$ cat config.mk
export PLATFORM = sky130hd
export DESIGN_NAME = vga_timing_gen
export DESIGN_NICKNAME = d
export VERILOG_FILES = /design/src/rtl/vga_pkg.sv /design/src/rtl/vga_axis_counter.sv /design/src/rtl/vga_timing_gen.sv
export SDC_FILE = /design/constraint.sdc
export NUM_CORES = 1
export LEC_CHECK = 0
export BUFFER_PORTS_ARGS = -buffer_cell sky130_fd_sc_hd__buf_2
export CORE_UTILIZATION = 45
export DETAILED_ROUTE_END_ITERATION = 10
export PLACE_DENSITY = 0.7
export SYNTH_ARGS = -nofsm -noshare
export SYNTH_HDL_FRONTEND = slang
export SYNTH_SLANG_ARGS = --single-unit
$ cat constraint.sdc
create_clock -name clk -period 5.1 [get_ports clk]
set_input_delay 1.02 -clock clk [delete_from_list [all_inputs] [get_ports clk]]
set_output_delay 1.02 -clock clk [all_outputs]
set_load 0.02 [all_outputs]
$ cat src/rtl/vga_pkg.sv
// Shared VGA timing constants, control-bundle type and counter sizing helper.
package vga_pkg;

  localparam int VGA640_H_ACTIVE = 640;
  localparam int VGA640_H_FP     = 16;
  localparam int VGA640_H_SYNC   = 96;
  localparam int VGA640_H_BP     = 48;
  localparam int VGA640_V_ACTIVE = 480;
  localparam int VGA640_V_FP     = 10;
  localparam int VGA640_V_SYNC   = 2;
  localparam int VGA640_V_BP     = 33;

  localparam int VGA800_H_ACTIVE = 800;
  localparam int VGA800_H_FP     = 40;
  localparam int VGA800_H_SYNC   = 128;
  localparam int VGA800_H_BP     = 88;
  localparam int VGA800_V_ACTIVE = 600;
  localparam int VGA800_V_FP     = 1;
  localparam int VGA800_V_SYNC   = 4;
  localparam int VGA800_V_BP     = 23;

  localparam bit POL_NEG = 1'b0;
  localparam bit POL_POS = 1'b1;

  typedef struct packed {
    logic hs;
    logic vs;
    logic de;
  } vga_ctl_t;

  function automatic int cnt_width(input int total);
    return (total > 1) ? $clog2(total) : 1;
  endfunction

endpackage

$ cat src/rtl/vga_axis_counter.sv
// One raster axis: counts ACTIVE+FP+SYNC+BP positions and decodes active/sync regions.
module vga_axis_counter
  import vga_pkg::*;
#(
  parameter int ACTIVE = VGA640_H_ACTIVE,
  parameter int FP     = VGA640_H_FP,
  parameter int SYNC   = VGA640_H_SYNC,
  parameter int BP     = VGA640_H_BP
) (
  input  logic                                        clk,
  input  logic                                        rst,
  input  logic                                        inc,
  output logic [cnt_width(ACTIVE+FP+SYNC+BP)-1:0]     count,
  output logic                                        wrap,
  output logic                                        in_active,
  output logic                                        in_sync
);

  localparam int TOTAL = ACTIVE + FP + SYNC + BP;
  localparam int W     = cnt_width(TOTAL);

  localparam logic [W-1:0] LAST    = W'(TOTAL - 1);
  localparam logic [W-1:0] ACT_END = W'(ACTIVE);
  localparam logic [W-1:0] SYNC_LO = W'(ACTIVE + FP);
  localparam logic [W-1:0] SYNC_HI = W'(ACTIVE + FP + SYNC);

  assign wrap      = (count == LAST);
  assign in_active = (count < ACT_END);
  assign in_sync   = (count >= SYNC_LO) && (count < SYNC_HI);

  always_ff @(posedge clk or posedge rst) begin
    if (rst)
      count <= '0;
    else if (inc)
      count <= wrap ? '0 : count + W'(1);
  end

endmodule

$ cat src/rtl/vga_timing_gen.sv
// Parametrised VGA raster engine: fetch-side address/request, latency-matched syncs and colour.
module vga_timing_gen
  import vga_pkg::*;
#(
  parameter int CLK_DIV    = 4,
  parameter int H_ACTIVE   = VGA640_H_ACTIVE,
  parameter int H_FP       = VGA640_H_FP,
  parameter int H_SYNC     = VGA640_H_SYNC,
  parameter int H_BP       = VGA640_H_BP,
  parameter int V_ACTIVE   = VGA640_V_ACTIVE,
  parameter int V_FP       = VGA640_V_FP,
  parameter int V_SYNC     = VGA640_V_SYNC,
  parameter int V_BP       = VGA640_V_BP,
  parameter bit HS_POL     = POL_NEG,
  parameter bit VS_POL     = POL_NEG,
  parameter int CW         = 4,
  parameter int AW         = 32,
  parameter int ADDR_SHIFT = 4,
  parameter int LATENCY    = 1
) (
  input  logic            clk,
  input  logic            rst,
  input  logic            en,
  input  logic [3*CW-1:0] pixel,
  output logic [AW-1:0]   pixel_addr,
  output logic            pixel_req,
  output logic            h_sync,
  output logic            v_sync,
  output logic            de,
  output logic [CW-1:0]   red,
  output logic [CW-1:0]   green,
  output logic [CW-1:0]   blue,
  output logic            frame_start,
  output logic            line_start
);

  localparam int H_TOTAL = H_ACTIVE + H_FP + H_SYNC + H_BP;
  localparam int V_TOTAL = V_ACTIVE + V_FP + V_SYNC + V_BP;
  localparam int HW      = cnt_width(H_TOTAL);
  localparam int VW      = cnt_width(V_TOTAL);
  localparam int DW      = cnt_width(CLK_DIV);

  localparam logic [DW-1:0] DIV_LAST = DW'(CLK_DIV - 1);
  localparam vga_ctl_t      BLANK    = '{hs: !HS_POL, vs: !VS_POL, de: 1'b0};

  if (CLK_DIV < 1 || H_ACTIVE < 1 || H_FP < 1 || H_SYNC < 1 || H_BP < 1 ||
      V_ACTIVE < 1 || V_FP < 1 || V_SYNC < 1 || V_BP < 1 ||
      CW < 1 || AW < 1 || LATENCY < 0 || LATENCY > 7) begin : g_bad_params
    $error("vga_timing_gen: illegal timing parameters");
  end

  logic [DW-1:0] div;
  logic          tick;
  logic [HW-1:0] h_cnt;
  logic [VW-1:0] v_cnt;
  logic          h_wrap, v_wrap, h_act, v_act, h_in_sync, v_in_sync, v_inc;
  logic [AW-1:0] idx;
  vga_ctl_t      fetch_ctl, delayed_ctl;

  assign tick  = (div == DIV_LAST) && en;
  assign v_inc = tick && h_wrap;

  always_ff @(posedge clk or posedge rst) begin
    if (rst)
      div <= '0;
    else if (en)
      div <= (div == DIV_LAST) ? '0 : div + DW'(1);
  end

  vga_axis_counter #(.ACTIVE(H_ACTIVE), .FP(H_FP), .SYNC(H_SYNC), .BP(H_BP)) u_h_cnt (
    .clk(clk), .rst(rst), .inc(tick), .count(h_cnt),
    .wrap(h_wrap), .in_active(h_act), .in_sync(h_in_sync)
  );

  vga_axis_counter #(.ACTIVE(V_ACTIVE), .FP(V_FP), .SYNC(V_SYNC), .BP(V_BP)) u_v_cnt (
    .clk(clk), .rst(rst), .inc(v_inc), .count(v_cnt),
    .wrap(v_wrap), .in_active(v_act), .in_sync(v_in_sync)
  );

  // idx clears on the last tick of the frame so it reads 0 at h=0,v=0
  always_ff @(posedge clk or posedge rst) begin
    if (rst) begin
      fetch_ctl   <= BLANK;
      pixel_addr  <= '0;
      idx         <= '0;
      frame_start <= 1'b0;
      line_start  <= 1'b0;
    end else begin
      frame_start <= tick && (h_cnt == '0) && (v_cnt == '0);
      line_start  <= tick && (h_cnt == '0);
      if (tick) begin
        fetch_ctl.de <= h_act && v_act;
        fetch_ctl.hs <= h_in_sync ? HS_POL : !HS_POL;
        fetch_ctl.vs <= v_in_sync ? VS_POL : !VS_POL;
        pixel_addr   <= idx << ADDR_SHIFT;
        if (h_wrap && v_wrap)
          idx <= '0;
        else if (h_act && v_act)
          idx <= idx + AW'(1);
      end
    end
  end

  assign pixel_req = fetch_ctl.de;

  if (LATENCY == 0) begin : g_no_delay
    assign delayed_ctl = fetch_ctl;
  end else begin : g_delay
    vga_ctl_t pipe [LATENCY];

    always_ff @(posedge clk or posedge rst) begin
      if (rst) begin
        for (int unsigned i = 0; i < LATENCY; i++)
          pipe[i] <= BLANK;
      end else if (tick) begin
        pipe[0] <= fetch_ctl;
        for (int unsigned i = 1; i < LATENCY; i++)
          pipe[i] <= pipe[i-1];
      end
    end

    assign delayed_ctl = pipe[LATENCY-1];
  end

  always_ff @(posedge clk or posedge rst) begin
    if (rst) begin
      h_sync              <= !HS_POL;
      v_sync              <= !VS_POL;
      de                  <= 1'b0;
      {red, green, blue}  <= '0;
    end else if (tick) begin
      h_sync              <= delayed_ctl.hs;
      v_sync              <= delayed_ctl.vs;
      de                  <= delayed_ctl.de;
      {red, green, blue}  <= delayed_ctl.de ? pixel : '0;
    end
  end

endmodule

======== Word-level counts from Yosys, hierarchy flattened ========
Cells that the tools add are included.
storage, ports and cells
  flip-flop bits (word level) ............. 105
  memory bits (writable) .................. 0
  bits of input ports ..................... 15
  output and inout bits ................... 50
  ROM bits ................................ 0
  bits in latches ......................... 0
  memories kept ........................... 0
  word-level logic and storage cells ...... 52
operators by class
  $lt $le $gt $ge ......................... 6
  add/sub/neg operators ................... 4
  reductions and logical operators ........ 12
  equal/unequal tests ..................... 3
  $mul .................................... 0
  shift-type cells ........................ 0
  div/mod/pow operators ................... 0
  bitwise gates (word level) .............. 0
  mux-type cells .......................... 8
operators with widths
  operator                                                                 count
  32-bit 2-to-1 mux                                                        2
  32-bit by 1-bit adder with 32-bit output (second input constant)         1
  10-bit by 1-bit adder with 10-bit output (second input constant)         2
  10-bit equality test (second input constant)                             2
  10-bit zero test                                                         2
  10-bit < comparator (second input constant)                              2
  10-bit by 9-bit < comparator with 1-bit output (second input constant)   2
  10-bit 2-to-1 mux                                                        2
  12-bit 2-to-1 mux                                                        1
  10-bit >= comparator (second input constant)                             1
  10-bit by 9-bit >= comparator with 1-bit output (second input constant)  1
  1-bit logical AND                                                        8
  2-bit by 1-bit adder with 2-bit output (second input constant)           1
  2-bit equality test (second input constant)                              1
  1-bit 2-to-1 mux                                                         2
  2-bit 2-to-1 mux                                                         1
  2-bit AND reduction                                                      1
  2-bit nonzero test                                                       1

======== Logic depth before layout (Yosys ltp) ========
Gate-level depths: netlist of the first run.
  word-level depth ........................ 4
  depth in mapped cells ................... 8
  gate-level depth less buffers ........... 6

======== Cells and area by module ========
A second synthesis of the first run with hierarchy kept.
second synthesis, totals
  cells, all modules ...................... 450
  area, all modules ....................... 4,734.5 sq um
by module, submodules not included
  module                      sequential area each (sq um)  cells an instance  area an instance (sq um)  times used
  vga_timing_gen              2,034.5                       329                3,595.9                   1
  vga_axis_counter (u_v_cnt)  250.2                         61                 575.6                     1
  vga_axis_counter (u_h_cnt)  250.2                         60                 563.0                     1

======== Least setup slack after synthesis of the first run ========
OpenSTA, ideal clock, no wires.
  kind .................................... input-to-reg
  start point ............................. input en
  end point ............................... register idx[8]
  stages on the path ...................... 6
  required time ........................... 4.974 ns
  setup slack ............................. 2.819 ns
  setup time .............................. 0.126 ns
  path buffers ............................ 2
  arrival ................................. 2.155 ns
  cells stage by stage .................... and2_1 > buf_2 > nand4_1 > o21a_2 > buf_6 > a221o_2
on the way
  word-level cells in the longest chain between the ends .. 2
ends and longest elaborated chain
  item                                  RTL line              RTL
  start, declared                       vga_timing_gen.sv:23  input logic en,
  1-bit logical AND                     vga_timing_gen.sv:60  assign tick = (div == DIV_LAST) && en;
  2-bit AND reduction (no source line)  --
  end signal, assigned                  vga_timing_gen.sv:99  idx <= idx + AW'(1);
  end, declared                         vga_timing_gen.sv:57  logic [AW-1:0] idx;
Every way passes these cells.
A chain may end at the register's enable or synchronous reset.

======== Final worst setup path of the first run ========
  start point ............................. register u_v_cnt.count[0]
  end point ............................... register idx[8]
on the way
  word-level cells in the longest chain between the ends .. 4
  elaborated cells between the ends (all ways) .. 7
  classes of those cells .................. 1 x order compare; 1 x eq/ne; 1 x mux; 4 x reduce/logical
ends and longest elaborated chain
  item                                                                                    RTL line                                        RTL
  start, declared                                                                         vga_axis_counter.sv:13                          output logic [cnt_width(ACTIVE+FP+SYNC+BP)-1:0] count,
  start signal, assigned                                                                  vga_axis_counter.sv:35                          count <= wrap ? '0 : count + W'(1);
  10-bit by 9-bit < comparator with 1-bit output or 10-bit equality test (tied branches)  vga_axis_counter.sv:28, vga_axis_counter.sv:27
  1-bit logical AND (on tied branches)                                                    vga_timing_gen.sv:98, vga_timing_gen.sv:96
  2-bit nonzero test (no source line)                                                     --
  2-bit AND reduction (no source line)                                                    --
Parallel ways exist; a longest one is shown, timed or not.

==> impl_metrics.tcl, run 1 <==
set metrics [dict create \
    hold_path.class "reg -> reg" \
    slew_violations 0 \
    p_per_area_nw_per_um2 324 \
    wl_met1_mm 5.06 \
    cap_violations 0 \
    die-area_um2 11400 \
    pin_count 65 \
    period_minus_slack_ns 2.65 \
    cp_max_fo 25 \
    diodes 0 \
    cp-start-kind "flip-flop" \
    relSlewSlack 0.297 \
    dr_wl_met3_um 467 \
    critPathCaptureType "flip-flop" \
    setup_viol 0 \
    grt_first_pass_wirelength_mm 18.7 \
    grt_pass1_vias 3897 \
    yosys_register_bits 101 \
    netlist_instances 523 \
    crit_required_ns 5.37 \
    path_clk_slew_ns 0.09 \
    status "finished, final reports clean" \
    fin_area_um2 5520 \
    clk_path_buf_depth 2 \
    power_frac_clock 0.377 \
    cp.arrival_ns 2.92 \
    finalWirelength_mm 10.9 \
    path_cells "inv_1 -> ha_1 -> nor4b_1 -> nand3_1 -> o21a_2 -> a221o_2" \
    clk_latency_ns 0.38 \
    clockRootBuffer "clkbuf_8" \
    rows 37 \
    reg2regPathDepth 6 \
    cts_tree "yes" \
    core_area_um2 10500 \
    max-vdd-ir-drop_mv 0.158 \
    ys_warn_count 0 \
    drc_errors 0 \
    grt_max_degree 65 \
    period_share 0.520 \
    p_seq_frac 0.508 \
    dpl_cell_area_um2 5250 \
    cts_num_sinks 101 \
    drt_first_pass_iters 4 \
    worst_pin_slew_ns 1.05 \
    wl_per_cell_um 15.5 \
    postCtsSetupRepairBufs 0 \
    p_int_mw 1.32 \
    max_freq_mhz 377 \
    critPathMaxStageDelay_ns 0.54 \
    synth_area_per_cell_um2 9.43 \
    rsz0062_at_grt "no" \
    comb_power_share 0.115 \
    final_net_count 583 \
    drtIter0Drc 291 \
    grt.overflow.total 0 \
    dr_wl_met2_mm 5.17 \
    layout-drive-gt1-share 0.175 \
    hpwl_mm 6.91 \
    fin_skew_ns 0.00974 \
    antenna_found_initial 0 \
    htreeDepth 3 \
    cts_resized 0 \
    hold_depth 2 \
    criticalPathCategory "reg -> reg" \
    synth_ff_type "dfrtp_1" \
    final-hold-violation-count 0 \
    topRoutingLayerUsed "met4" \
    numCtsBuffers 9 \
    die_y_um 107 \
    final_core_util 0.528 \
    io_buffers 60 \
    tns_ns 0 \
    leakagePower_nw 2.89 \
    seq_area_frac_synth 0.514 \
    synth_cell_type_count 55 \
    critPathSlowestCell "o21a_2" \
    syn_to_final_growth_pct 11.9 \
    synth_edf_count 0 \
    power.switching_mw 0.468 \
    ctsHoldBuffers 0 \
    gp_congestion 0.825 \
    netlist_area_um2 4930 \
    die_x_um 107 \
    initial_core_util 0.471 \
    p_sw_frac 0.262 \
    async_reset_ff_frac 1.00 \
    drtAntennaViolNets 0 \
    via_per_inst 5.64 \
    vias 3961 \
    grtUsageTotal 0.206 \
]
==> layer usage <==
| layer | GRT usage | vias up |
|---|---|---|
| li1 | - | 1923 |
| met5 | 0 | - |
| met2 | 0.340 | 75 |
| met3 | 0.0468 | 12 |
| met1 | 0.272 | 1951 |
| met4 | 0.0616 | 0 |
==> layout make-up <==
| type | count | area, um^2 |
|---|---|---|
| well taps | 136 | 170 |
| clock buffers | 10 | 138 |
| repair buffers | 63 | 323 |
| flip-flops and latches | 101 | 2530 |
| multi-input cells | 377 | 2180 |
| fillers | 986 | 4940 |
| clock inverters | 6 | 134 |
| inverters | 9 | 36.3 |
==> stage by stage <==
step	hold WS [ns]	cells	total power, mW	setup WS (ns)
after detailed placement	0.444	686	1.13	2.22
after CTS	0.460	702	1.80	2.46
after floorplan	0.435	526	1.07	1.44
after global routing	0.480	702	1.87	2.26
after global placement	0.440	686	1.12	2.26
final	0.458	702	1.79	2.45
==> sequential cells by signal, indices dropped and copies added, names as in the netlist <==
signal,flops
blue,4
de,1
delayed_ctl,3
div,2
fetch_ctl,2
frame_start,1
green,4
h_sync,1
idx,28
line_start,1
pixel_addr,28
pixel_req,1
red,4
u_h_cnt.count,10
u_v_cnt.count,10
v_sync,1
==> Yosys cell counts, drive strengths merged (2+ instances only) <==
master	n	area [um^2]
o211a	8	80.1
nor4b	5	58.8
ha	7	87.6
dfstp	6	158
o221ai	2	17.5
a211o	9	78.8
nand2	149	559
or4	2	18.8
xor2	4	35.0
nor3	17	85.1
nor4	16	100
clkbuf	22	82.6
and2	10	62.6
or3	3	18.8
inv	9	33.8
mux2i	2	20.0
a31oi	2	12.5
and4	8	71.3
nand3	34	175
nor2	8	30.0
buf	17	111
o21ai	16	80.1
dfrtp	95	2380
a221o	15	151
a21oi	5	25.0
xnor2	6	52.6
and3	10	63.8
o21a	4	31.3
o311a	3	30.0
nand4	16	121
==> cell usage in the layout (no fill, tap or decap), types with 9 or more instances in the layout <==
cell type and count:
nand2_1 148, dfrtp_1 95, buf_2 60, nand3_1 33, nor3_1 17, o21ai_0 16, nor4_1 16, nand4_1 14
a221o_1 14, clkbuf_8 10, and3_1 9, and2_1 9, a211o_1 9
==> worst paths after layout <==
kind                                        from          endpoint  slack, ns
worst max-delay path            u_v_cnt.count[0]            idx[8]       2.45
worst min-delay path              delayed_ctl[1]            v_sync       0.46
worst max register to register  u_v_cnt.count[0]            idx[8]       2.45
worst min register to register    delayed_ctl[1]            v_sync       0.46
max in group asynchronous                    rst    delayed_ctl[1]       3.29
min in group asynchronous                    rst  u_h_cnt.count[4]       0.79
==> kinds of logic (layout without fill, tap and decap cells) <==
family	after synthesis	after routing	synth area share
AOI/OAI and AO/OA	71	71	0.115
xor gates and xnor gates	10	10	0.0178
adders and majority gates	7	7	0.0178
buffers and inverters	48	88	0.0462
DFF	101	101	0.514
muxes	3	3	0.00634
other	1	4	0.000760
and+or+nand+nor	282	282	0.282
==> critical path: cells and delay by family (launching register included) <==
kind                     cells  cell delay [ns]
flip-flops                   1             0.42
AND/OR/NAND/NOR              2             0.86
adder cells (fa/ha/maj)      1             0.15
buffers and inverters        1             0.12
AO/OA/AOI/OAI                2             0.98
==> power groups by stage <==
| stage | clock network [mW] | logic (mW) | registers [mW] |
|---|---|---|---|
| 3_3_place_gp | 0 | 0.202 | 0.921 |
| 5_1_grt | 0.720 | 0.234 | 0.917 |
| 3_5_place_dp | 0 | 0.208 | 0.923 |
| 4_1_cts | 0.685 | 0.211 | 0.907 |
| 2_1_floorplan | 0 | 0.133 | 0.937 |
| 6_report | 0.674 | 0.206 | 0.908 |
(Power assumes the default switching activity.)
==> inputs of run 2 (changes only) <==
PLACE_DENSITY = 0.72   (was 0.7)
clock period = 2.3 ns   (was 5.1 ns; I/O delays follow)
==> run 2 against run 1 <==
  * Critical path depth unchanged
  * Hold slack worse by 0.35 ns
  * Clock power is 69% higher
  * Fmax rose by 28%
  * Clock skew grew 0.0026 ns
  * Critical endpoint unchanged
==> impl_metrics.tcl, run 2 (synthesized netlist as in run 1, its figures left out) <==
set metrics [dict create \
    drt_first_pass_iters 4 \
    grt_first_pass_wirelength_mm 19.0 \
    leakagePower_nw 2.97 \
    die_x_um 107 \
    dr_wl_met2_mm 5.33 \
    grt.overflow.total 0 \
    syn_to_final_growth_pct 14.3 \
    path_cells "inv_1 -> ha_1 -> nor4b_2 -> nand3_1 -> or2_2 -> a221o_2" \
    final-hold-violation-count 0 \
    criticalPathCategory "reg -> reg" \
    layout_common_cells "nand2_1, dfrtp_1, buf_2" \
    setup_viol 0 \
    cp-start-kind "flip-flop" \
    relSlewSlack 0.663 \
    die-area_um2 11400 \
    drc_errors 0 \
    max_freq_mhz 482 \
    grt_max_degree 59 \
    fin_area_um2 5640 \
    fin_skew_ns 0.0124 \
    antenna_found_initial 0 \
    crit_path_end "idx[8]" \
    clk_path_buf_depth 2 \
    r2r_end "idx[8]" \
    period_share 0.902 \
    drtAntennaViolNets 0 \
    hold_path.class "in -> async" \
    topRoutingLayerUsed "met4" \
    diodes 0 \
    finalWirelength_mm 11.1 \
    dpl_cell_area_um2 5430 \
    dr_wl_met3_um 430 \
    wl_met1_mm 5.11 \
    crit_required_ns 2.57 \
    critPathSlowestCell "or2_2" \
    multi_input_area_um2 2200 \
    numCtsBuffers 9 \
    rsz0062_at_grt "no" \
    via_per_inst 5.64 \
    reg2regPathDepth 6 \
    grtUsageTotal 0.211 \
    top_regs "idx: 28 flops, pixel_addr: 28 flops" \
    layout-drive-gt1-share 0.209 \
    htreeDepth 3 \
    whs_ns 0.104 \
    status "finished, final reports clean" \
    clk_latency_ns 0.38 \
    wl_per_cell_um 15.3 \
    final_net_count 605 \
    startpoint "u_v_cnt.count[0]" \
    cap_violations 0 \
    cts_tree "yes" \
    initial_core_util 0.471 \
    ctsHoldBuffers 0 \
    nFillCells 968 \
    worst_pin_slew_ns 0.506 \
    layout_setup_ws_ns 0.225 \
    core_area_um2 10500 \
    dp.cells 708 \
    cp_max_fo 12 \
    final_common_cell "nand2_1" \
    layoutNonFillerInstCount 724 \
    die_y_um 107 \
    slew_violations 0 \
    cp.arrival_ns 2.34 \
    pre_cts_slack_ns 0.0923 \
    p_per_area_nw_per_um2 647 \
    final_core_util 0.539 \
    grt_pass1_vias 3956 \
    r2r-start "u_v_cnt.count[0]" \
    critPathMaxStageDelay_ns 0.47 \
    tns_ns 0 \
    vias 4080 \
    pin_count 65 \
    period_minus_slack_ns 2.07 \
    hpwl_mm 7.48 \
    cts_num_sinks 101 \
    clockRootBuffer "clkbuf_8" \
    rows 37 \
    seqCellArea_um2 2530 \
    path_clk_slew_ns 0.10 \
    max-vdd-ir-drop_mv 0.291 \
    critPathCaptureType "flip-flop" \
    p_total_mw 3.65 \
    drtIter0Drc 265 \
    worst-r2r-setup-slack_ns 0.23 \
    io_buffers 60 \
    gp_congestion 0.822 \
]
[run 2: cell count changes in the layout (fill, tap and decap cells not counted), moves of 2 or more]
cell | previous run | this run
bufinv_16 | 4 | 1
buf_4 | 3 | 24
clkinvlp_4 | 0 | 2
inv_6 | 0 | 2
[run 2: how the worst min path moves through the flow]
stage | startpoint | endpoint | slack, ns | cells after the start
3_5_place_dp | fetch_ctl[2] | delayed_ctl[2] | 0.45 | 2
3_3_place_gp | fetch_ctl[2] | delayed_ctl[2] | 0.44 | 2
2_1_floorplan | fetch_ctl[1] | delayed_ctl[1] | 0.43 | 2
6_report | rst | blue[3] | 0.10 | 2
5_1_grt | rst | pixel_addr[30] | 0.12 | 2
4_1_cts | rst | pixel_addr[30] | 0.11 | 2
[run 2: area by class of cell]
cell class              instances  share of cell area
flip-flops and latches        101               0.450
multi-input cells             377               0.390
repair buffers                 85              0.0888
well taps                     136              0.0302
clock buffers                   9              0.0220
clock inverters                 7              0.0131
inverters                       9             0.00666
[run 2: timing repair]
action | 4_1_cts | 5_1_grt
setup buffers | 0 | 0
setup endpoints to repair | 0 | 24
gates resized for setup | 0 | 3
[run 2: worst max-delay path, delay by kind of cell, from the launching register on]
kind	cells	cell delay [ns]
and+or+nand+nor	3	0.90
DFF	1	0.42
AOI/OAI and AO/OA	1	0.36
adders and majority gates	1	0.15
buffers and inverters	1	0.12
[run 2: metal layers]
metal | track usage | vias up
met1 | 0.278 | 1998
met5 | 0 | -
met4 | 0.0910 | 0
met2 | 0.347 | 99
li1 | - | 1965
met3 | 0.0316 | 18
[run 2: report_power, final]
group | internal [mW] | switching (mW)
Combinational | 0.156 | 0.329
Sequential | 1.93 | 0.0894
Clock | 0.509 | 0.636
==> inputs of run 3 (changes only) <==
GPL_TIMING_DRIVEN = 0   (was not set)
PLACE_DENSITY = 0.71   (was 0.72)
clock period = 2.65 ns   (was 2.3 ns; I/O delays follow)
==> run 3 against run 2 <==
  * Routed wire length up 2.7%
  * Power down 7.0%
  * Count of clock-buffer cells in the layout up 3
  * Largest cell class unchanged
  * Combinational power down 12%
==> impl_metrics.tcl, run 3 (synthesized netlist as in run 1, its figures left out) <==
set metrics [dict create \
    status "finished, final reports clean" \
    r2r_end "idx[22]" \
    core_area_um2 10500 \
    cp-start-kind "flip-flop" \
    clk_path_buf_depth 2 \
    cp_max_fo 9 \
    cp.arrival_ns 2.64 \
    drt_first_pass_iters 7 \
    io_buffers 60 \
    vias 4119 \
    cts_tree "yes" \
    path_clk_slew_ns 0.10 \
    setup_viol 0 \
    worst_pin_slew_ns 0.771 \
    layout-drive-gt1-share 0.184 \
    slew_violations 0 \
    hold_path.class "in -> async" \
    criticalPathCategory "reg -> reg" \
    critPathCaptureType "flip-flop" \
    final_net_count 621 \
    nFillCells 981 \
    p_per_area_nw_per_um2 594 \
    die_y_um 107 \
    die-area_um2 11400 \
    relSlewSlack 0.485 \
    cts_num_sinks 101 \
    initial_core_util 0.471 \
    power_frac_clock 0.358 \
    r2r-start "idx[0]" \
    clockRootBuffer "clkbuf_8" \
    htreeDepth 3 \
    grt_first_pass_wirelength_mm 19.5 \
    max-vdd-ir-drop_mv 0.331 \
    period_share 0.896 \
    rsz0062_at_grt "no" \
    pin_count 65 \
    diodes 0 \
    syn_to_final_growth_pct 15.9 \
    tns_ns 0 \
    cap_violations 0 \
    numCtsBuffers 9 \
    comb_power_share 0.125 \
    finalWirelength_mm 11.4 \
    power.switching_mw 0.903 \
    antenna_found_initial 0 \
    grt_max_degree 39 \
    dpl_cell_area_um2 5460 \
    max_freq_mhz 421 \
    layout_common_cells "nand2_1, dfrtp_1, buf_2" \
    drtIter0Drc 339 \
    rows 37 \
    reg2regPathDepth 6 \
    hpwl_mm 7.84 \
    fin_area_um2 5710 \
    worst-r2r-setup-slack_ns 0.27 \
    die_x_um 107 \
    p_seq_frac 0.516 \
    postCtsSetupRepairBufs 0 \
    final_core_util 0.546 \
    final_common_cell "nand2_1" \
    drc_errors 0 \
    drtAntennaViolNets 0 \
    gp_congestion 0.858 \
    p_int_mw 2.49 \
    grt_pass1_vias 3960 \
    startpoint "idx[0]" \
    via_per_inst 5.57 \
    top_regs "idx: 28 flops, pixel_addr: 28 flops" \
    leakagePower_nw 2.98 \
    fin_skew_ns 0.0108 \
    wl_per_cell_um 15.4 \
    clk_latency_ns 0.38 \
    period_minus_slack_ns 2.38 \
    grt.overflow.total 0 \
    p_sw_frac 0.266 \
    grtUsageTotal 0.217 \
    final-hold-violation-count 0 \
    crit_required_ns 2.92 \
]
-- run 3: changes by cell type in the layout (fill, tap and decap cells not counted), sizes merged --
| cell | previous run | this run |
|---|---|---|
| clkinvlp | 2 | 1 |
| clkbuf | 9 | 34 |
| buf | 85 | 79 |
| bufinv | 1 | 3 |
| clkinv | 3 | 1 |
| inv | 10 | 8 |
-- run 3: per-stage QoR --
stage	total power [mW]	std cells	hold WS (ns)	setup slack [ns]
floorplan	2.06	526	0.435	0.610
global placement	2.18	722	0.442	0.217
detailed placement	2.21	724	0.442	0.195
CTS	3.41	740	0.310	0.167
global route	3.55	740	0.339	0.0957
finish	3.39	740	0.281	0.274
-- run 3: worst max-delay path by stage --
stage | to | cells past startpoint
finish | idx[22] | 6
floorplan | idx[8] | 7
CTS | idx[27] | 7
global route | idx[27] | 8
detailed placement | idx[27] | 7
global placement | idx[27] | 7
-- run 3: routing by layer --
| layer | vias up | global-route usage | wire [um] |
|---|---|---|---|
| met4 | 0 | 0.0822 | 228 |
| met1 | 1999 | 0.307 | 5290 |
| li1 | 1988 | - | - |
| met3 | 17 | 0.0419 | 510 |
| met5 | - | 0 | 0 |
| met2 | 115 | 0.330 | 5370 |
-- run 3: layout make-up --
type / instances / area, um^2 / area share
inverter: 9 / 37.5 / 0.00657
timing repair buffer: 62 / 340 / 0.0596
clock inverter: 4 / 95.1 / 0.0166
clock buffer: 12 / 155 / 0.0272
sequential: 101 / 2530 / 0.444
multi-input combinational: 377 / 2190 / 0.383
tap: 136 / 170 / 0.0298
buffer: 39 / 194 / 0.0339
-- run 3: critical path, cell delays in order (launching register included) --
cell,delay (ns)
dfrtp_1,0.44
ha_1,0.25
and3_1,0.17
clkbuf_1,0.40
nand2_1,0.32
o311a_1,0.42
a221o_1,0.26
-- run 3: power by group through the flow --
stage / logic (mW) / registers, mW / clock network (mW)
2_1_floorplan: 0.256 / 1.80 / 0
3_3_place_gp: 0.409 / 1.77 / 0
3_5_place_dp: 0.431 / 1.78 / 0
4_1_cts: 0.434 / 1.75 / 1.23
5_1_grt: 0.487 / 1.77 / 1.29
6_report: 0.425 / 1.75 / 1.22
-- run 3: what timing repair did --
| action | in CTS | in global routing |
|---|---|---|
| gates resized for setup | 0 | 1 |
| hold buffers | 0 | 0 |
| setup endpoints to repair | 0 | 18 |
